==> config.mk <==
export PLATFORM = sky130hd
export DESIGN_NAME = ldtu_rx_word_unpacker
export DESIGN_NICKNAME = d
export VERILOG_FILES = /design/src/rtl/ldtu_rx_word_unpacker.sv
export SDC_FILE = /design/constraint.sdc
export NUM_CORES = 1
export LEC_CHECK = 0
export CAP_MARGIN = 5
export CORE_MARGIN = 2
export CORE_UTILIZATION = 40
export DETAILED_ROUTE_END_ITERATION = 12
export PLACE_DENSITY = 0.66
export SETUP_SLACK_MARGIN = 0.02
export SLEW_MARGIN = 0
export SYNTH_ARGS = -nofsm -noshare
export SYNTH_HDL_FRONTEND = slang
export SYNTH_SLANG_ARGS = --single-unit
export TNS_END_PERCENT = 30
==> constraint.sdc <==
create_clock -name CLK -period 2.74 [get_ports CLK]
set_clock_uncertainty 0.15 [all_clocks]
set_input_delay 0.274 -clock CLK [delete_from_list [all_inputs] [get_ports CLK]]
set_output_delay 0.274 -clock CLK [all_outputs]
set_load 0.01 [all_outputs]
==> src/rtl/ldtu_rx_word_unpacker.sv <==
// ldtu_rx_word_unpacker
// Receiver for the LiTe-DTU 32-bit word stream. Each valid word is classified
// as idle (0xEAAAAAAA), resync (0x5A5A5A5A) or data. A run of LOCK_IDLES idle
// words acquires lock. While locked, data words go into a 16-deep FIFO that
// a consumer drains one word per read_signal pulse.
//
// Optional feature macro: LDTU_RX_HAMM_EN
//   When defined, FIFO entries are stored Hamming SEC encoded (32 -> 38 bits).
//   On read, a single flipped bit is corrected and SeuError strobes with
//   data_valid.
//   When undefined, entries are plain 32-bit words and SeuError is always 0.
//
// Handshake: word_valid qualifies data_in_32 for one cycle, and the receiver
// always accepts it (there is no ready). read_signal pops the head word when
// the FIFO is not empty. The word appears on data_out_32 one cycle later,
// with data_valid high for that cycle only.
module ldtu_rx_word_unpacker #(
   parameter int          Nbits_32       = 32,
   parameter int          FifoDepth_buff = 16,
   parameter int          bits_ptr       = 4,
   parameter int          LOCK_IDLES     = 4,
   parameter logic [31:0] idle_patternEA = 32'hEAAAAAAA,
   parameter logic [31:0] idle_pattern5A = 32'h5A5A5A5A
) (
   input  logic                CLK,
   input  logic                rst_b,
   input  logic                word_valid,
   input  logic [Nbits_32-1:0] data_in_32,
   input  logic                read_signal,
   output logic [Nbits_32-1:0] data_out_32,
   output logic                data_valid,
   output logic                empty_signal,
   output logic                full_signal,
   output logic                overflow,
   output logic                locked,
   output logic                SeuError
);

`ifdef LDTU_RX_HAMM_EN
   localparam int MEM_W = Nbits_32 + 6;

   // Place the data bits at the non-power-of-two positions 1..38, then set
   // each check bit so that the XOR of the set-bit positions is zero.
   function automatic logic [MEM_W-1:0] hamm_enc(input logic [Nbits_32-1:0] d);
      logic [MEM_W-1:0] cw;
      logic [5:0]       syn;
      int               k;
      cw  = '0;
      syn = '0;
      k   = 0;
      for (int p = 1; p <= MEM_W; p++) begin
         if ((p & (p - 1)) != 0) begin
            cw[p-1] = d[k];
            k++;
         end
      end
      for (int p = 1; p <= MEM_W; p++) begin
         if (cw[p-1]) syn = syn ^ p[5:0];
      end
      for (int i = 0; i < 6; i++) cw[(1 << i) - 1] = syn[i];
      return cw;
   endfunction

   // The syndrome is the XOR of the positions of all set bits. It is non-zero
   // exactly at the position of a single flipped bit.
   function automatic logic [5:0] hamm_syn(input logic [MEM_W-1:0] cw);
      logic [5:0] syn;
      syn = '0;
      for (int p = 1; p <= MEM_W; p++) begin
         if (cw[p-1]) syn = syn ^ p[5:0];
      end
      return syn;
   endfunction

   function automatic logic [Nbits_32-1:0] hamm_dec(input logic [MEM_W-1:0] cw_in,
                                                   input logic [5:0] syn);
      logic [MEM_W-1:0]    cw;
      logic [Nbits_32-1:0] d;
      int                  k;
      cw = cw_in;
      d  = '0;
      k  = 0;
      for (int p = 1; p <= MEM_W; p++) begin
         if (syn == p[5:0]) cw[p-1] = ~cw[p-1];
      end
      for (int p = 1; p <= MEM_W; p++) begin
         if ((p & (p - 1)) != 0) begin
            d[k] = cw[p-1];
            k++;
         end
      end
      return d;
   endfunction
`else
   localparam int MEM_W = Nbits_32;
`endif

   typedef enum logic {ST_SEARCH = 1'b0, ST_LOCKED = 1'b1} state_t;

   localparam logic [3:0] LOCK_N = 4'(LOCK_IDLES);

   state_t              state_q, state_d;
   logic [3:0]          cnt_q, cnt_d;
   logic [bits_ptr:0]   wr_ptr_q, rd_ptr_q;
   logic [MEM_W-1:0]    mem_q [FifoDepth_buff];
   logic [Nbits_32-1:0] dout_q;
   logic                valid_q, seu_q, ovf_q;

   logic                is_ea, is_5a, is_data;
   logic                empty_w, full_w, rd_en, wr_req, wr_en;
   logic [MEM_W-1:0]    wr_word, head_raw;
   logic [Nbits_32-1:0] head_data;
   logic                head_err;

   // Classify the incoming word. Without word_valid nothing is classified.
   always_comb begin
      is_ea   = word_valid && (data_in_32 == idle_patternEA);
      is_5a   = word_valid && (data_in_32 == idle_pattern5A);
      is_data = word_valid && !is_ea && !is_5a;
   end

   // FSM state and idle-run counter registers
   always_ff @(posedge CLK or negedge rst_b) begin
      if (!rst_b) begin
         state_q <= ST_SEARCH;
         cnt_q   <= '0;
      end else begin
         state_q <= state_d;
         cnt_q   <= cnt_d;
      end
   end

   // Next state: count idles in SEARCH and lock on the LOCK_IDLES-th one;
   // a resync word drops lock.
   always_comb begin
      state_d = state_q;
      cnt_d   = cnt_q;
      case (state_q)
         ST_SEARCH: begin
            if (is_ea) begin
               if (cnt_q < LOCK_N) cnt_d = cnt_q + 4'd1;
               if (cnt_q >= LOCK_N - 4'd1) state_d = ST_LOCKED;
            end else if (is_data || is_5a) begin
               cnt_d = '0;
            end
         end
         default: begin
            if (is_5a) begin
               state_d = ST_SEARCH;
               cnt_d   = '0;
            end
         end
      endcase
   end

   // FSM outputs: the lock flag is the state itself.
   always_comb begin
      locked = (state_q == ST_LOCKED);
   end

   // FIFO status and enables. A write into a full FIFO is still accepted
   // when a pop frees the head slot on the same edge.
   always_comb begin
      empty_w = (wr_ptr_q == rd_ptr_q);
      full_w  = (wr_ptr_q[bits_ptr] != rd_ptr_q[bits_ptr]) &&
                (wr_ptr_q[bits_ptr-1:0] == rd_ptr_q[bits_ptr-1:0]);
      rd_en   = read_signal && !empty_w;
      wr_req  = locked && is_data;
      wr_en   = wr_req && (!full_w || rd_en);
   end

   // Encode on write and decode the head entry before the output register.
   always_comb begin
`ifdef LDTU_RX_HAMM_EN
      wr_word   = hamm_enc(data_in_32);
      head_raw  = mem_q[rd_ptr_q[bits_ptr-1:0]];
      head_err  = (hamm_syn(head_raw) != 6'd0);
      head_data = hamm_dec(head_raw, hamm_syn(head_raw));
`else
      wr_word   = data_in_32;
      head_raw  = mem_q[rd_ptr_q[bits_ptr-1:0]];
      head_err  = 1'b0;
      head_data = head_raw;
`endif
   end

   // FIFO storage. There is no reset here: the pointers alone define which
   // entries are valid.
   always_ff @(posedge CLK) begin
      if (wr_en) mem_q[wr_ptr_q[bits_ptr-1:0]] <= wr_word;
   end

   // Pointers, sticky overflow flag, and registered read port
   always_ff @(posedge CLK or negedge rst_b) begin
      if (!rst_b) begin
         wr_ptr_q <= '0;
         rd_ptr_q <= '0;
         ovf_q    <= 1'b0;
         dout_q   <= idle_patternEA;
         valid_q  <= 1'b0;
         seu_q    <= 1'b0;
      end else begin
         if (wr_en) wr_ptr_q <= wr_ptr_q + 1'b1;
         if (wr_req && !wr_en) ovf_q <= 1'b1;
         valid_q <= 1'b0;
         seu_q   <= 1'b0;
         if (rd_en) begin
            rd_ptr_q <= rd_ptr_q + 1'b1;
            dout_q   <= head_data;
            valid_q  <= 1'b1;
            seu_q    <= head_err;
         end else if (read_signal) begin
            dout_q <= idle_patternEA;
         end
      end
   end

   assign data_out_32  = dout_q;
   assign data_valid   = valid_q;
   assign empty_signal = empty_w;
   assign full_signal  = full_w;
   assign overflow     = ovf_q;
   assign SeuError     = seu_q;

endmodule
# After elaboration in Yosys (flattened, before gate mapping)
# Memory sizes are Yosys's and may differ from the RTL's.
# Cells that the tools add are included.
dict set report totals {
  ff_bits 49
  ram_bits 512
  output_inout_bits 38
  word_cells 53
  memories 1
}
# name words width read_ports rd_clocked_by_memory_dff write_ports line_no
set memory_table {}
lappend memory_table {mem_q 16 32 1 0 1 105} ;# logic [MEM_W-1:0] mem_q [FifoDepth_buff];
dict set report op_classes {
  n_addsub 3
  magnitude_cmp 2
  eq_ne 7
  mux 14
  n_reduce_logical 19
}
# cell n
set op_table {}
lappend op_table {{32-bit 2-to-1 mux} 2}
lappend op_table {{32-bit by 31-bit equality test with 1-bit output (second input constant)} 1}
lappend op_table {{32-bit equality test (second input constant)} 1}
lappend op_table {{4-bit 2-to-1 mux} 5}
lappend op_table {{5-bit by 1-bit adder with 5-bit output (second input constant)} 2}
lappend op_table {{1-bit logical AND} 9}
lappend op_table {{1-bit 2-to-1 mux} 7}
lappend op_table {{5-bit equality test} 1}
lappend op_table {{1-bit zero test} 5}
lappend op_table {{4-bit by 1-bit adder with 4-bit output (second input constant)} 1}
lappend op_table {{4-bit equality test} 1}
lappend op_table {{4-bit by 2-bit greater-or-equal comparator with 1-bit output (second input constant)} 1}
lappend op_table {{4-bit by 3-bit < comparator with 1-bit output (second input constant)} 1}
lappend op_table {{3-bit by 2-bit inequality test with 1-bit output (second input constant)} 1}
lappend op_table {{3-bit AND reduction} 1}
lappend op_table {{3-bit nonzero test} 1}
lappend op_table {{1-bit logical OR} 2}
lappend op_table {{2-bit by 1-bit inequality test with 1-bit output (second input constant)} 1}
lappend op_table {{2-bit nonzero test} 1}
lappend op_table {{1-bit inequality test} 1}

# Logic depth before layout (Yosys ltp)
dict set report depth {
  ltp_word 9
  depth_mapped 8
}

# Worst setup path before layout
# OpenSTA, ideal clock, no wires.
dict set report synth_timing {
  path_kind {input to register}
  startpoint {in data_in_32[15]}
  endpoint {mem mem_q[0][0] (netlist name) (enable)}
  setup_time_ps 404
  arrival_time_ps 2103
  t_required_ps 2186
  slack_ps 83
  stages 6
  n_path_buf 1
  path_cell_list {or4b_1 nor4_4 o211ai_2 and3_4 buf_6 and3_1}
}
dict set report synth_via {
  elab_chain_cells 9
}
# element line_no
set synth_rtl {}
lappend synth_rtl {{from (decl)} 28} ;# input logic [Nbits_32-1:0] data_in_32,
lappend synth_rtl {{32-bit equality test} 117} ;# is_ea = word_valid && (data_in_32 == idle_patternEA);
lappend synth_rtl {{1-bit logical AND} 117}
lappend synth_rtl {{1-bit zero test} 119} ;# is_data = word_valid && !is_ea && !is_5a;
lappend synth_rtl {{1-bit logical AND} 119}
lappend synth_rtl {{1-bit logical AND *} 119}
lappend synth_rtl {{1-bit logical AND *} 168} ;# wr_req = locked && is_data;
lappend synth_rtl {{1-bit logical AND *} 169} ;# wr_en = wr_req && (!full_w || rd_en);
lappend synth_rtl {{1-bit 2-to-1 mux *} 190} ;# if (wr_en) mem_q[wr_ptr_q[bits_ptr-1:0]] <= wr_word;
lappend synth_rtl {{1-bit 2-to-1 mux (not written as such) *} 190}
lappend synth_rtl {{to (decl)} 105}
# Mark *: on every way between the ends. The rest lies on a longest branch, timed or not.

# Worst setup path after layout
dict set report layout_timing {
  startpoint {in data_in_32[16]}
  endpoint {mem mem_q[11][1] (netlist name) (enable)}
}
# The elaborated chain is that of the path after synthesis.

==> run summary <==
maximum fanout along the worst path -> 17
routed wire length per instance -> 25.83 microns
arrival time at the worst endpoint -> 2.83 ns
launch point of the worst reg-to-reg path -> wr_ptr_q[3]
type of destination of the critical path -> flip-flop
routed vias -> 10,830
layout overhead on the synthesized area -> 20.37%
number of vias per cell after detailed routing -> 5.511
met2 wire len -> 24,230 microns
dpl hpwl -> 32,440 microns
R2R cell count -> 7
Total Routing Usage GR -> 18.27%
setup repair after global routing missed its margin -> false
YS warnings -> 0
number of distinct library cell variants in the gate-level netlist after synthesis -> 57
Final Hold Violating Endpoints -> 0
headroom to the max-slew limit -> 48.13%
number of top-level design ports -> 74
top cell family by delay on the critical path -> simple AND/OR/NAND/NOR gates
maximum buffer depth of the clock tree -> 3
count of unresolved DRC violations after routing -> 0
path length in cells of the critical path -> 8
count of TritonRoute iterations in the first routing pass -> 5
number of max-capacitance violations reported -> 0
via count of the first global-routing pass -> 10,880
clock tree from TritonCTS -> yes
worst supply voltage drop on vdd -> 525.4 uV
worst path buffer plus inverter count -> 3
largest net degree at the start of global routing -> 63
top flip-flop cell by instance count after synthesis -> sky130_fd_sc_hd__edfxtp_1
diodes inserted -> 0
height of the die -> 236.6 microns
total wire length -> 50,750 microns
Synth Cell Area -> 21,630 sq um
number of clock sinks -> 561
highest routed layer -> met5
non-filler cells in the finished layout -> 1,965
Slew Limit Fails -> 0
status -> complete, no violations
power per cell area -> 906.2 nW/um^2
initial antenna violation count -> 0
most frequent cells in the layout -> sky130_fd_sc_hd__edfxtp_1, sky130_fd_sc_hd__mux4_2, sky130_fd_sc_hd__buf_4, sky130_fd_sc_hd__clkdlybuf4s50_1, sky130_fd_sc_hd__clkbuf_16
total CTS buffers -> 51
Core Box Area -> 53,600 sq um
CTS Root Cell -> sky130_fd_sc_hd__clkbuf_16
wire length of the first global-routing pass -> 74,110 microns
layout net count -> 1,270
global placer's final weighted congestion -> 0.8842
row cnt -> 85
total nets after synthesis -> 1,085
maximum cell stage delay along the critical path -> 0.66 ns
Worst-path clk slew -> 0.06 ns
post-synthesis instance total -> 1,043
Overflow after GRT -> 0
most common cell after layout, fill and taps aside -> sky130_fd_sc_hd__edfxtp_1
share of cells above drive strength 1 -> 29.39%
path class of the lowest-slack min-delay path -> primary input to async pin
area of combinational cells with multiple inputs -> 4711 sq um
slack of the worst reg-to-reg path -> 0.25 ns
required time of the worst setup path -> 2.92 ns
starting DRC count in detailed routing -> 1,185
horizontal die dimension -> 236.6 microns
part of the cycle the worst path needs -> 96.70%
buffers added on ports -> 72
final period demand of the worst path -> 2.650 ns
launch point of the critical path -> data_in_32[16]
die area -> 55,960 sq um
crit start category -> primary input
routed length on met3 -> 3929 microns
Worst-Margin Slew -> 0.7699 ns
antenna violation net count after detailed routing -> 0
cell count after placement -> 1,866
category of the most critical setup path -> primary input to flip-flop
final count of negative-setup-slack endpoints -> 0
number of enable-type register cells in the synthesized netlist -> 512
leakage power -> 0.008577 uW
number of levels the H-tree was split into -> 2
setup TNS -> 0 ns
async set or reset register ratio after synthesis -> 8.734%
portion of the post-synthesis area used by sequential elements -> 76.84%
Critical path destination -> mem_q[11][1]
footprint of the flip-flops and latches -> 16,630 sq um
number of register bits inferred by synthesis -> 561
maximum operating frequency -> 377.4 MHz
clock latency on the worst-skew pair -> 0.57 ns
average cell area after synthesis -> 20.74 sq um
Fillers -> 4,363
starting density of the core -> 40.36%
post-route met1 wirelength -> 21,550 microns
master of the slowest instance on the critical path -> sky130_fd_sc_hd__nor4b_1
capture instance of the worst register-to-register path -> data_out_32[26]
CP cell instances -> clkdlybuf4s50_1, nor4b_1, buf_4, and4_1, o211ai_2, and4_2, and2_2, buf_12
## power breakdown
part,internal [uW],switching (uW)
Sequential,9720,225
Combinational,3010,3370
Clock,4330,2950
Total,17100,6550
## cell families after synthesis
group                      Yosys count  share of synthesized area [%]
DFF                                561                          76.84
muxes                              148                          13.40
AOI/OAI and AO/OA                  122                          3.869
and+or+nand+nor                    116                          3.331
buffers and inverters               76                          1.671
xor gates and xnor gates            13                         0.5263
adders and majority gates            6                         0.3470
other                                1                        0.01733
## layer usage
layer	GRT usage (%)	up-vias
met1	26.17	5673
met3	3.742	56
met4	4.430	2
met5	1.558	-
met2	28.77	407
li1	-	4691
## layout make-up
| type | count | area share, % |
|---|---|---|
| timing repair buffer | 189 | 7.794 |
| clock inverter | 23 | 1.100 |
| multi-input combinational | 407 | 18.09 |
| sequential | 561 | 63.87 |
| tap | 696 | 3.344 |
| inverter | 18 | 0.2595 |
| clock buffer | 71 | 5.545 |
## stage by stage
stage	utilization (%)	hold WS [ns]	area [sq um]	power [uW]	worst slack (ns)
2_1_floorplan	-	-0.1716	21630	14070	0.08275
3_3_place_gp	45.23	0.2130	24240	16450	-0.4756
3_5_place_dp	45.23	0.2262	24240	16520	-0.5210
4_1_cts	48.53	0.1754	26010	23770	-0.1299
5_1_grt	48.58	0.2312	26040	24530	0.03152
6_report	48.58	0.1671	26040	23600	0.09031
## state kept, by name, summed over array words and instances, names as in the netlist
signal	cells
cnt_q	4
data_out_32	32
data_valid	1
locked	1
mem_q	512
overflow	1
rd_ptr_q	5
wr_ptr_q	5
## Yosys cell counts (3+ instances only)
master                       n  share of area (%)
sky130_fd_sc_hd__mux2_2     18               0.94
sky130_fd_sc_hd__mux4_2    111                 12
sky130_fd_sc_hd__ha_1        6               0.35
sky130_fd_sc_hd__a31oi_1    17               0.49
sky130_fd_sc_hd__nor2_1     19               0.33
sky130_fd_sc_hd__buf_6       4               0.21
sky130_fd_sc_hd__nand2_1    22               0.38
sky130_fd_sc_hd__nand4_1     4               0.12
sky130_fd_sc_hd__a211oi_1   34                1.2
sky130_fd_sc_hd__o22ai_1    30               0.87
sky130_fd_sc_hd__buf_2      18               0.42
sky130_fd_sc_hd__or4bb_1     3               0.16
sky130_fd_sc_hd__and3_1     12               0.35
sky130_fd_sc_hd__buf_4       6               0.21
sky130_fd_sc_hd__and3_2      4               0.14
sky130_fd_sc_hd__nor2b_1    23               0.67
sky130_fd_sc_hd__xnor2_1     7               0.28
sky130_fd_sc_hd__o21ai_0    19               0.44
sky130_fd_sc_hd__o221ai_1   15               0.61
sky130_fd_sc_hd__edfxtp_1  512                 71
sky130_fd_sc_hd__inv_1      17               0.29
sky130_fd_sc_hd__and2_1      6               0.17
sky130_fd_sc_hd__dfstp_2    17                2.1
sky130_fd_sc_hd__dfrtp_1    32                3.7
sky130_fd_sc_hd__clkbuf_1   27               0.47
sky130_fd_sc_hd__xor2_1      6               0.24
sky130_fd_sc_hd__mux2i_1    17               0.79
## worst reg2reg max path, stage by stage (launching register included)
cell	delay, ns
sky130_fd_sc_hd__dfrtp_1	0.50
sky130_fd_sc_hd__xor2_1	0.28
sky130_fd_sc_hd__nor4_4	0.09
sky130_fd_sc_hd__buf_4	0.15
sky130_fd_sc_hd__buf_4	0.15
sky130_fd_sc_hd__a21boi_4	0.43
sky130_fd_sc_hd__o221ai_1	0.39
sky130_fd_sc_hd__o22ai_1	0.25
## worst min path at each step
stage,start,endpoint,slack [ns],cells after the start
5_1_grt,rst_b,rd_ptr_q[1],0.23,2
6_report,rst_b,rd_ptr_q[1],0.17,2
2_1_floorplan,rst_b,cnt_q[0],-0.17,0
4_1_cts,rst_b,rd_ptr_q[1],0.18,2
3_3_place_gp,rst_b,data_valid,0.21,1
3_5_place_dp,rst_b,data_valid,0.23,1
## timing repair
| item | in CTS | in global routing |
|---|---|---|
| pin swaps | 1 | 1 |
| hold buffers | 2 | 0 |
| gates resized for setup | 3 | 2 |
| hold endpoints to repair | 15 | 0 |
| gates cloned | 0 | 1 |
| buffers inserted | 2 | 0 |
| endpoints found under the setup margin | 3 | 30 |
Note: power is estimated with default switching activity, not from simulation.
